<file path="src/rtl/audio_vis_pkg.sv">
// Shared types and constants for the audio-to-display sample path:
// feeder FSM states, mono sample width and codec word slicing.
package audio_vis_pkg;

   localparam int AUDIO_SAMPLE_W   = 16;
   localparam int CODEC_DATA_W     = 32;
   localparam int CODEC_SAMPLE_MSB = 31;
   localparam int CODEC_SAMPLE_LSB = 16;

   typedef enum logic [0:0] {
      FEED_ACCUM   = 1'b0,
      FEED_PENDING = 1'b1
   } feed_state_t;

endpackage

</file>
<file path="src/rtl/stereo_to_mono.sv">
// Combinational left/right mix: 17-bit signed sum of the codec upper halves,
// halved with an arithmetic shift so the mono result never overflows.
module stereo_to_mono
   import audio_vis_pkg::*;
(
   input  logic        [CODEC_DATA_W-1:0]   i_left,
   input  logic        [CODEC_DATA_W-1:0]   i_right,
   output logic signed [AUDIO_SAMPLE_W-1:0] o_mono
);

   logic signed [AUDIO_SAMPLE_W:0]       w_left;
   logic signed [AUDIO_SAMPLE_W:0]       w_right;
   logic signed [AUDIO_SAMPLE_W:0]       w_sum;
   logic [2*CODEC_SAMPLE_LSB-1:0]        w_unused_lo;

   assign w_left  = {i_left[CODEC_SAMPLE_MSB],  i_left[CODEC_SAMPLE_MSB:CODEC_SAMPLE_LSB]};
   assign w_right = {i_right[CODEC_SAMPLE_MSB], i_right[CODEC_SAMPLE_MSB:CODEC_SAMPLE_LSB]};
   assign w_sum   = w_left + w_right;
   // Dropping bit 0 of the 17-bit sum is the floor-halving shift.
   assign o_mono  = w_sum[AUDIO_SAMPLE_W:1];

   assign w_unused_lo = {i_left[CODEC_SAMPLE_LSB-1:0], i_right[CODEC_SAMPLE_LSB-1:0]};

endmodule

</file>
<file path="src/rtl/audio_sample_feeder.sv">
// Drains the codec FIFO, decimates mono samples per block and holds the result
// for the display. Define AUDIO_PEAK_HOLD_EN to select block peak instead of mean.
module audio_sample_feeder
   import audio_vis_pkg::*;
#(
   parameter int DECIM_LOG2 = 4,
   parameter int SAMPLE_W   = AUDIO_SAMPLE_W
) (
   input  logic                       clock,
   input  logic                       reset,
   input  logic                       pause,
   input  logic                       read_ready,
   input  logic [CODEC_DATA_W-1:0]    left_in,
   input  logic [CODEC_DATA_W-1:0]    right_in,
   output logic                       read,
   input  logic                       sample_ack,
   output logic signed [SAMPLE_W-1:0] data_audio_out,
   output logic                       new_sample,
   output logic                       overrun
);

   localparam int               CNT_W    = (DECIM_LOG2 > 0) ? DECIM_LOG2 : 1;
   localparam int               ACC_W    = SAMPLE_W + DECIM_LOG2;
   localparam logic [CNT_W-1:0] CNT_LAST = CNT_W'((1 << DECIM_LOG2) - 1);

   logic signed [AUDIO_SAMPLE_W-1:0] w_mono;
   logic signed [SAMPLE_W-1:0]       w_mono_ext;
   logic signed [SAMPLE_W-1:0]       w_block;
   logic                             w_accept;
   logic                             w_done;
   logic                             w_take;

   feed_state_t                r_state;
   logic [CNT_W-1:0]           r_cnt;
   logic signed [SAMPLE_W-1:0] r_pending;
   logic signed [SAMPLE_W-1:0] r_out;
   logic                       r_new;
   logic                       r_overrun;

   stereo_to_mono u_mix (
      .i_left  (left_in),
      .i_right (right_in),
      .o_mono  (w_mono)
   );

   assign read       = read_ready & ~reset;
   assign w_mono_ext = SAMPLE_W'(w_mono);
   assign w_accept   = read & ~pause;
   assign w_done     = w_accept & (r_cnt == CNT_LAST);
   assign w_take     = (r_state == FEED_PENDING) & sample_ack;

`ifdef AUDIO_PEAK_HOLD_EN
   logic signed [SAMPLE_W-1:0] r_peak;

   function automatic logic [SAMPLE_W:0] mag(input logic signed [SAMPLE_W-1:0] v);
      logic signed [SAMPLE_W:0] x;
      x = {v[SAMPLE_W-1], v};
      return (x < $signed({(SAMPLE_W+1){1'b0}})) ? -x : x;
   endfunction

   // The first sample of a block always seeds the peak; later ones must be strictly larger.
   assign w_block = ((r_cnt == {CNT_W{1'b0}}) || (mag(w_mono_ext) > mag(r_peak))) ? w_mono_ext : r_peak;

   always_ff @(posedge clock) begin
      if (reset) begin
         r_cnt  <= {CNT_W{1'b0}};
         r_peak <= {SAMPLE_W{1'b0}};
      end else if (w_accept) begin
         if (w_done) begin
            r_cnt  <= {CNT_W{1'b0}};
            r_peak <= {SAMPLE_W{1'b0}};
         end else begin
            r_cnt  <= r_cnt + CNT_W'(1);
            r_peak <= w_block;
         end
      end
   end
`else
   logic signed [ACC_W-1:0] r_acc;
   logic signed [ACC_W-1:0] w_sum;

   assign w_sum   = r_acc + ACC_W'(w_mono_ext);
   // Slicing above the low bits is the floor (toward -inf) division by the block length.
   assign w_block = w_sum[DECIM_LOG2 +: SAMPLE_W];

   always_ff @(posedge clock) begin
      if (reset) begin
         r_cnt <= {CNT_W{1'b0}};
         r_acc <= {ACC_W{1'b0}};
      end else if (w_accept) begin
         if (w_done) begin
            r_cnt <= {CNT_W{1'b0}};
            r_acc <= {ACC_W{1'b0}};
         end else begin
            r_cnt <= r_cnt + CNT_W'(1);
            r_acc <= w_sum;
         end
      end
   end
`endif

   // Handshake FSM; a completion in the same cycle as an ack keeps the state PENDING.
   always_ff @(posedge clock) begin
      if (reset) begin
         r_state   <= FEED_ACCUM;
         r_pending <= {SAMPLE_W{1'b0}};
         r_out     <= {SAMPLE_W{1'b0}};
         r_new     <= 1'b0;
         r_overrun <= 1'b0;
      end else begin
         r_new <= 1'b0;
         if (!pause) begin
            if (w_take) begin
               r_out <= r_pending;
               r_new <= 1'b1;
            end
            if (w_done) begin
               r_pending <= w_block;
               r_state   <= FEED_PENDING;
               if ((r_state == FEED_PENDING) && !w_take) begin
                  r_overrun <= 1'b1;
               end
            end else if (w_take) begin
               r_state <= FEED_ACCUM;
            end
         end
      end
   end

   assign data_audio_out = r_out;
   assign new_sample     = r_new;
   assign overrun        = r_overrun;

endmodule

</file>
<file path="config.mk">
export PLATFORM = sky130hd
export DESIGN_NAME = audio_sample_feeder
export DESIGN_NICKNAME = d
export VERILOG_FILES = /design/src/rtl/audio_vis_pkg.sv /design/src/rtl/stereo_to_mono.sv /design/src/rtl/audio_sample_feeder.sv
export SDC_FILE = /design/constraint.sdc
export NUM_CORES = 1
export LEC_CHECK = 0
export ABC_AREA = 1
export BUFFER_PORTS_ARGS = -buffer_cell sky130_fd_sc_hd__buf_2
export CAP_MARGIN = 15
export CORE_UTILIZATION = 50
export DETAILED_ROUTE_END_ITERATION = 8
export GPL_TIMING_DRIVEN = 0
export PLACE_DENSITY = 0.77
export RECOVER_POWER = 25
export SLEW_MARGIN = 20
export SYNTH_ARGS = -nofsm -noshare
export SYNTH_HDL_FRONTEND = slang
export SYNTH_HIERARCHICAL = 1
export SYNTH_SLANG_ARGS = --single-unit
</file>
<file path="constraint.sdc">
create_clock -name clock -period 2.4 [get_ports clock]
set_input_delay 0 -clock clock [delete_from_list [all_inputs] [get_ports clock]]
set_output_delay 0 -clock clock [all_outputs]
set_load 0.02 [all_outputs]
</file>
==> results of run 1 <==
-- cell families after synthesis --
kind of cell | count (synthesis)
adders and majority gates | 37
and+or+nand+nor | 369
DFF | 59
AOI/OAI and AO/OA | 81
xor gates and xnor gates | 14
buffers and inverters | 107
-- per-stage QoR --
stage          TNS (ns)  hold slack (ns)
2_1_floorplan         0            0.103
3_3_place_gp      -3.70            0.207
3_5_place_dp      -4.53            0.223
4_1_cts               0            0.107
5_1_grt          -0.138            0.118
6_report              0            0.110
-- per-layer routing --
| layer | global-route usage [%] | up-vias | wire length [um] |
|---|---|---|---|
| met1 | 27.6 | 1946 | 4640 |
| met4 | 7.20 | 0 | 155 |
| met5 | 0 | - | 0 |
| met2 | 45.5 | 128 | 5120 |
| li1 | - | 2253 | - |
| met3 | 4.11 | 17 | 444 |
-- flip-flops by register name, summed over array words and instances (netlist names) --
signal          cells
new_sample          1
r_state             1
r_acc              20
r_cnt               4
data_audio_out     16
overrun             1
r_pending          16
-- power groups by stage --
stage          Sequential, mW  Combinational [mW]  Clock [mW]
2_1_floorplan            1.03               0.624           0
3_3_place_gp             1.03               0.789           0
3_5_place_dp             1.03               0.804           0
4_1_cts                  1.01               0.833       0.844
5_1_grt                  1.02                1.05       0.892
6_report                 1.02               0.933       0.837
-- worst min-delay path, stage by stage --
cell and delay (ns):
buf_2 0.08, inv_2 0.04, nand2_4 0.10, o21ai_0 0.08
a21oi_1 0.10
-- placed cells by master, fill, tap and decap left out, drive strengths merged, types with 11 or more instances in the layout --
cell type | Yosys | routed
a21oi | 47 | 47
buf | 7 | 45
clkbuf | 5 | 36
dfxtp | 59 | 59
ha | 35 | 35
inv | 92 | 92
nand2 | 238 | 238
nand3 | 45 | 45
nor2 | 64 | 64
o21ai | 23 | 23
xor2 | 11 | 11
-- worst min path at each step --
| stage | startpoint | to | slack [ns] |
|---|---|---|---|
| 3_3_place_gp | sample_ack | overrun | 0.21 |
| 4_1_cts | pause | r_cnt[0] | 0.11 |
| 2_1_floorplan | sample_ack | overrun | 0.10 |
| 3_5_place_dp | sample_ack | overrun | 0.22 |
| 6_report | pause | r_cnt[0] | 0.11 |
| 5_1_grt | pause | r_cnt[0] | 0.12 |
-- final cells by class --
class,count,area (sq um)
Buffer,12,72.6
Fill cell,798,3190
Inverter,95,364
Timing Repair Buffer,59,289
Sequential cell,59,1180
Clock inverter,4,25.0
Clock buffer,12,155
Tap cell,105,131
Multi-Input combinational cell,501,2850
-- repair_timing --
action	in CTS	in global routing
pin swaps	0	4
buffers inserted	0	3
cloned	0	0
hold buffers	2	0
setup endpoints to repair	2	20
hold endpoints to repair	4	0
gates resized for setup	4	27
==> run summary, run 1 <==
Synth Area in Simple Gates - 37.8%
Syn Area/Cell - 6.42 sq um
Netlist area before placement - 0.00428 sq mm
Synth Register Bits - 59
Vias in the first global route - 4,015
Top-count cell post-synth - nand2_1
Slack of the critical path - 0.128 ns
Max-cap violations - 0
First-pass GRT wire length - 17,100 um
Post-synthesis sequential area ratio - 27.6%
Syn Nets - 773
Area contributors post-synth - dfxtp_1 (28%), nand2_1 (20%), ha_1 (10%)
Fmax - 0.440 GHz
Crit path cell chain - buf_2, nand2_1, inv_1, fa_2, nand2_1, nand2_1, nand3_1, nand2_2, nand2_1, nand2_1, nand2_1, nand2_4, ha_4, nand2_1, nor2_2, inv_1, nor2_1, nand3_1, nand3_1, nand2_1, nand3_1, a21oi_1
Ant diodes - 0
Area Growth Syn to Fin - 18.5%
Syn. warnings - 6
H-tree Lvls - 3
Post-synthesis async set-or-reset flop share - 0%
Ys flop type - dfxtp_1
Worst clock skew - 0.0130 ns
Compound-Gate Fraction of Synth Area - 10.4%
GRT Resource Usage Total - 24.2%
Layout Utilization - 61.4%
Die Area - 0.00893 sq mm
Cell Pwr Density - 550 mW/mm^2
Share of the synthesized area in the top cell type - 27.6%
CP endpoint - r_acc[19]
WL/cell - 12.2 um
Final Hold Vio Count - 0
Area of placed instances - 0.00468 sq mm
Crit path kind - in -> reg
Placeable Area - 0.00826 sq mm
Final nets - 843
Dominant cell type by area after synthesis - dfxtp_1
Crit path DAT - 2.48 ns
R2R setup slack - 0.38 ns
Initial antenna violation count - 0
Launch point of the worst path - left_in[16]
CP peak stage delay - 0.35 ns
Comb pwr share - 33.5%
Synth Area in XOR/XNOR - 2.87%
Initial Util - 51.8%
Post-synth EDFFs - 0
CP most frequent cell - nand2_1
Worst slew pin tran - 0.626 ns
Cell area after layout - 0.00507 sq mm
TritonCTS buffer count - 9
# DRC - 0
Most frequent cells after synthesis - nand2_1 (223), inv_1 (87), nor2_1 (62)
Worst Setup End Kind - flip-flop
Max transition margin - 58.3%
PortBufs - 54
Layout cell share with drive strength beyond 1 - 16.0%
Placed cells - 826
Worst VDD drop - 0.369 mV
Required time of the critical path - 2.61 ns
CP startpoint kind - input port
Total congestion overflow - 0
Overall power - 2.79 mW
Place WS - -0.354 ns
Worst-path clk slew - 0.07 ns
Sw frac - 36.1%
Clk buf depth - 2
Clk pwr share - 30.1%
Sequential power share - 36.5%
P_leak - 2.58 nW
I/O Pins - 88
Levels on crit path - 22
GPL Wtd Cong - 0.905
Via density - 5.13
Post-layout min period - 2.27 ns
Slowest-stage cell, CP - fa_2
Status - finished clean
Adder-cell share of the synthesized area - 11.2%
Largest net degree at the start of global routing - 11
Die H - 94.5 um
Clk Latency, worst-skew pair - 0.34 ns
WL final - 10,400 um
Post-Synthesis Cells - 667
Antenna-violating nets left - 0
Via count - 4,344
RR Startpoint - r_acc[0]
Initial DRC Count - 205
Distinct cell type count after synthesis - 40
Post-synthesis mux area share - 0%
CP delay by family, top - simple AND/OR/NAND/NOR gates
Max Slew Vio Count - 0
CTS tree - yes
HPWL Detailed - 7710 um
Buf/Inv on CP - 3
Number of core rows - 33
Sink Count - 59
Net switching power - 1.00 mW
Main combinational cell family by area after synthesis - simple AND/OR/NAND/NOR gates
Int Pwr - 1.78 mW
Crit-path max FO - 5
Fin crit share - 94.7%
Hold Path Class - in -> reg
R2r worst-path depth - 13
Router iterations before antenna repair - 5
Finished Layout Cells - 847
Die width - 94.5 um
R2R Path End - r_acc[16]
Root Driver - clkbuf_8
Hold Path Depth - 5
Final setup viols - 0
(Power assumes the default switching activity.)
==> inputs of run 2 (changes only) <==
--- a/config.mk
+++ b/config.mk
@@ -13,6 +13,7 @@
 export GPL_TIMING_DRIVEN = 0
 export PLACE_DENSITY = 0.77
 export RECOVER_POWER = 25
+export SKIP_CTS_REPAIR_TIMING = 1
 export SLEW_MARGIN = 20
 export SYNTH_ARGS = -nofsm -noshare
 export SYNTH_HDL_FRONTEND = slang
==> constraint.sdc (replaced) <==
create_clock -name clock -period 2.4 [get_ports clock]
set_input_delay 0.36 -clock clock [delete_from_list [all_inputs] [get_ports clock]]
set_output_delay 0.36 -clock clock [all_outputs]
set_load 0.02 [all_outputs]
==> run 2 against run 1 <==
  * The run now ends with negative setup slack left
  * Maximum frequency down 11%
  * Core utilization grew 7.2 points
  * First-iteration DRC count rose by 3.9%
==> run summary, run 2 (synthesis gave the netlist of run 1 again) <==
CP startpoint kind - input port
RR Startpoint - r_acc[0]
Int Pwr - 2.07 mW (+16%)
Crit-path max FO - 4 (-1)
Commonest non-fill, non-tap cell in the layout - nand2_1
Comb pwr share - 37.0% (+3.5 points)
P_leak - 2.76 nW (+6.9%)
CTS tree - yes
PortBufs - 54 (unchanged)
WHS Endpoint - overrun
Overall power - 3.23 mW (+16%)
Final nets - 848 (+0.59%)
Clk buf depth - 2 (unchanged)
Filler cells - 703 (-12%)
Required time of the critical path - 2.67 ns (+0.06 ns)
Worst Setup End Kind - flip-flop
R2R setup slack - 0.39 ns (about the same)
Die width - 94.5 um (unchanged)
Initial DRC Count - 213 (+3.9%)
Initial antenna violation count - 0 (unchanged)
Worst VDD drop - 0.266 mV (-28%)
Number of flip-flops in the largest register - 20 (unchanged)
TritonCTS buffer count - 9 (unchanged)
Max transition margin - 58.3% (about the same)
Sequential power share - 31.5% (-5.0 points)
Hold_sp - sample_ack
Via density - 5.20 (+1.4%)
Sink Count - 59 (unchanged)
Area of the multi-input gates - 0.00334 sq mm (+17%)
Failing checks - negative setup slack
Vias in the first global route - 3,973 (-1.0%)
WL/cell - 13.1 um (+6.9%)
Largest net degree at the start of global routing - 12 (+1)
Via count - 4,432 (+2.0%)
Post-layout min period - 2.56 ns (+0.286 ns)
Router iterations before antenna repair - 5 (unchanged)
Total congestion overflow - 0 (unchanged)
Max Slew Vio Count - 0 (unchanged)
Status - finished with violations
Worst clock skew - 0.0114 ns (-0.00158 ns)
Placed cells - 826 (unchanged)
R2R Path End - r_acc[16]
Sequential Area - 0.00118 sq mm (unchanged)
Initial Util - 51.8% (unchanged)
Placeable Area - 0.00826 sq mm (unchanged)
R2r worst-path depth - 13 (unchanged)
Fmax - 0.391 GHz (-11%)
Register bank with the most flops - r_acc
Ant diodes - 0 (unchanged)
# DRC - 0 (unchanged)
Worst slew pin tran - 0.626 ns (+0.0000426 ns)
RSZ-0062 raised after global routing - true
Number of core rows - 33 (unchanged)
Setup TNS - -1.41 ns (-1.41 ns)
Worst-path clk slew - 0.07 ns (about the same)
Clk Latency, worst-skew pair - 0.35 ns (about the same)
First-pass GRT wire length - 16,900 um (-0.93%)
Final Hold Vio Count - 0 (unchanged)
WL final - 11,100 um (+7.5%)
Root Driver - clkbuf_8
Layout cell share with drive strength beyond 1 - 32.7% (+17 points)
HPWL Detailed - 7810 um (+1.3%)
Cell Pwr Density - 571 mW/mm^2 (+3.8%)
Crit path DAT - 2.83 ns (+0.35 ns)
Hold Path Class - in -> reg
Max-cap violations - 0 (unchanged)
Die Area - 0.00893 sq mm (unchanged)
Finished Layout Cells - 852 (+0.59%)
Crit path kind - in -> reg
GPL Wtd Cong - 0.922 (+1.9%)
Net switching power - 1.17 mW (+16%)
Final setup viols - 26 (+26)
GRT Resource Usage Total - 24.0% (-0.17 points)
Area Growth Syn to Fin - 32.4%
Sw frac - 36.0% (about the same)
Place WS - -0.520 ns (-0.165 ns)
I/O Pins - 88 (unchanged)
Slack of the critical path - -0.158 ns (-0.286 ns)
Antenna-violating nets left - 0 (unchanged)
Die H - 94.5 um (unchanged)
Most frequent cells in the layout - nand2_1 (174), inv_1 (79), dfxtp_1 (59), nor2_1 (54), nand2_2 (53)
Fin crit share - 107% (+12 points)
Hold Path Depth - 2 (-3)
H-tree Lvls - 3 (unchanged)
Clk pwr share - 31.5% (+1.4 points)
## run 2: cell types whose count changed in the layout (fill, tap and decap cells not counted), sizes merged
cell,before,now
inv,92,93
bufinv,0,2
clkinvlp,2,1
clkbuf,36,19
dlygate4sd3,2,0
buf,45,67
## run 2: cell type report
cell class,count,area share [%]
buffer,12,1.28
clock buffer,10,2.25
clock inverter,6,1.59
inverter,95,6.47
multi-input combinational,501,58.9
sequential,59,20.9
tap,105,2.32
timing repair buffer,64,6.30
## run 2: per-stage QoR
step / cell area [sq um] / hold WS, ns / utilization (%)
floorplan: 4450 / 0.421 / -
global placement: 4850 / 0.435 / 58.7
detailed placement: 4850 / 0.437 / 58.7
CTS: 5070 / 0.218 / 61.3
global route: 5660 / 0.223 / 68.6
finish: 5660 / 0.221 / 68.6
## run 2: worst max-delay path by stage
| stage | start | end | depth (start not counted) |
|---|---|---|---|
| after detailed placement | left_in[26] | r_acc[19] | 18 |
| after CTS | left_in[26] | r_acc[19] | 18 |
| after floorplan | left_in[27] | r_acc[19] | 19 |
| final | left_in[19] | r_acc[9] | 14 |
| after global placement | left_in[26] | r_acc[19] | 18 |
| after global routing | right_in[16] | r_acc[13] | 22 |
## run 2: power by group through the flow
stage               sequential [mW]  combinational, mW  clock, mW
floorplan                      1.03              0.683          0
global placement               1.04              0.860          0
detailed placement             1.04              0.876          0
CTS                            1.01              0.887       1.04
global route                   1.02               1.30       1.08
finish                         1.02               1.20       1.02
## run 2: critical path, cell delays in order
cell and delay, ns:
buf_2 0.10, ha_1 0.33, or2_4 0.26, nand3b_1 0.10
nand2_2 0.09, xor2_1 0.17, ha_1 0.40, nand2_2 0.12
nor2_2 0.19, nand3_2 0.12, nand3_2 0.14, xor2_2 0.21
nand2_1 0.10, a21oi_1 0.14
## run 2: metal layers
| metal | track usage, % | share of wire, % |
|---|---|---|
| met1 | 28.7 | 43 |
| met4 | 8.84 | 2.8 |
| met5 | 0 | 0 |
| met2 | 43.3 | 49 |
| met3 | 3.38 | 5.4 |
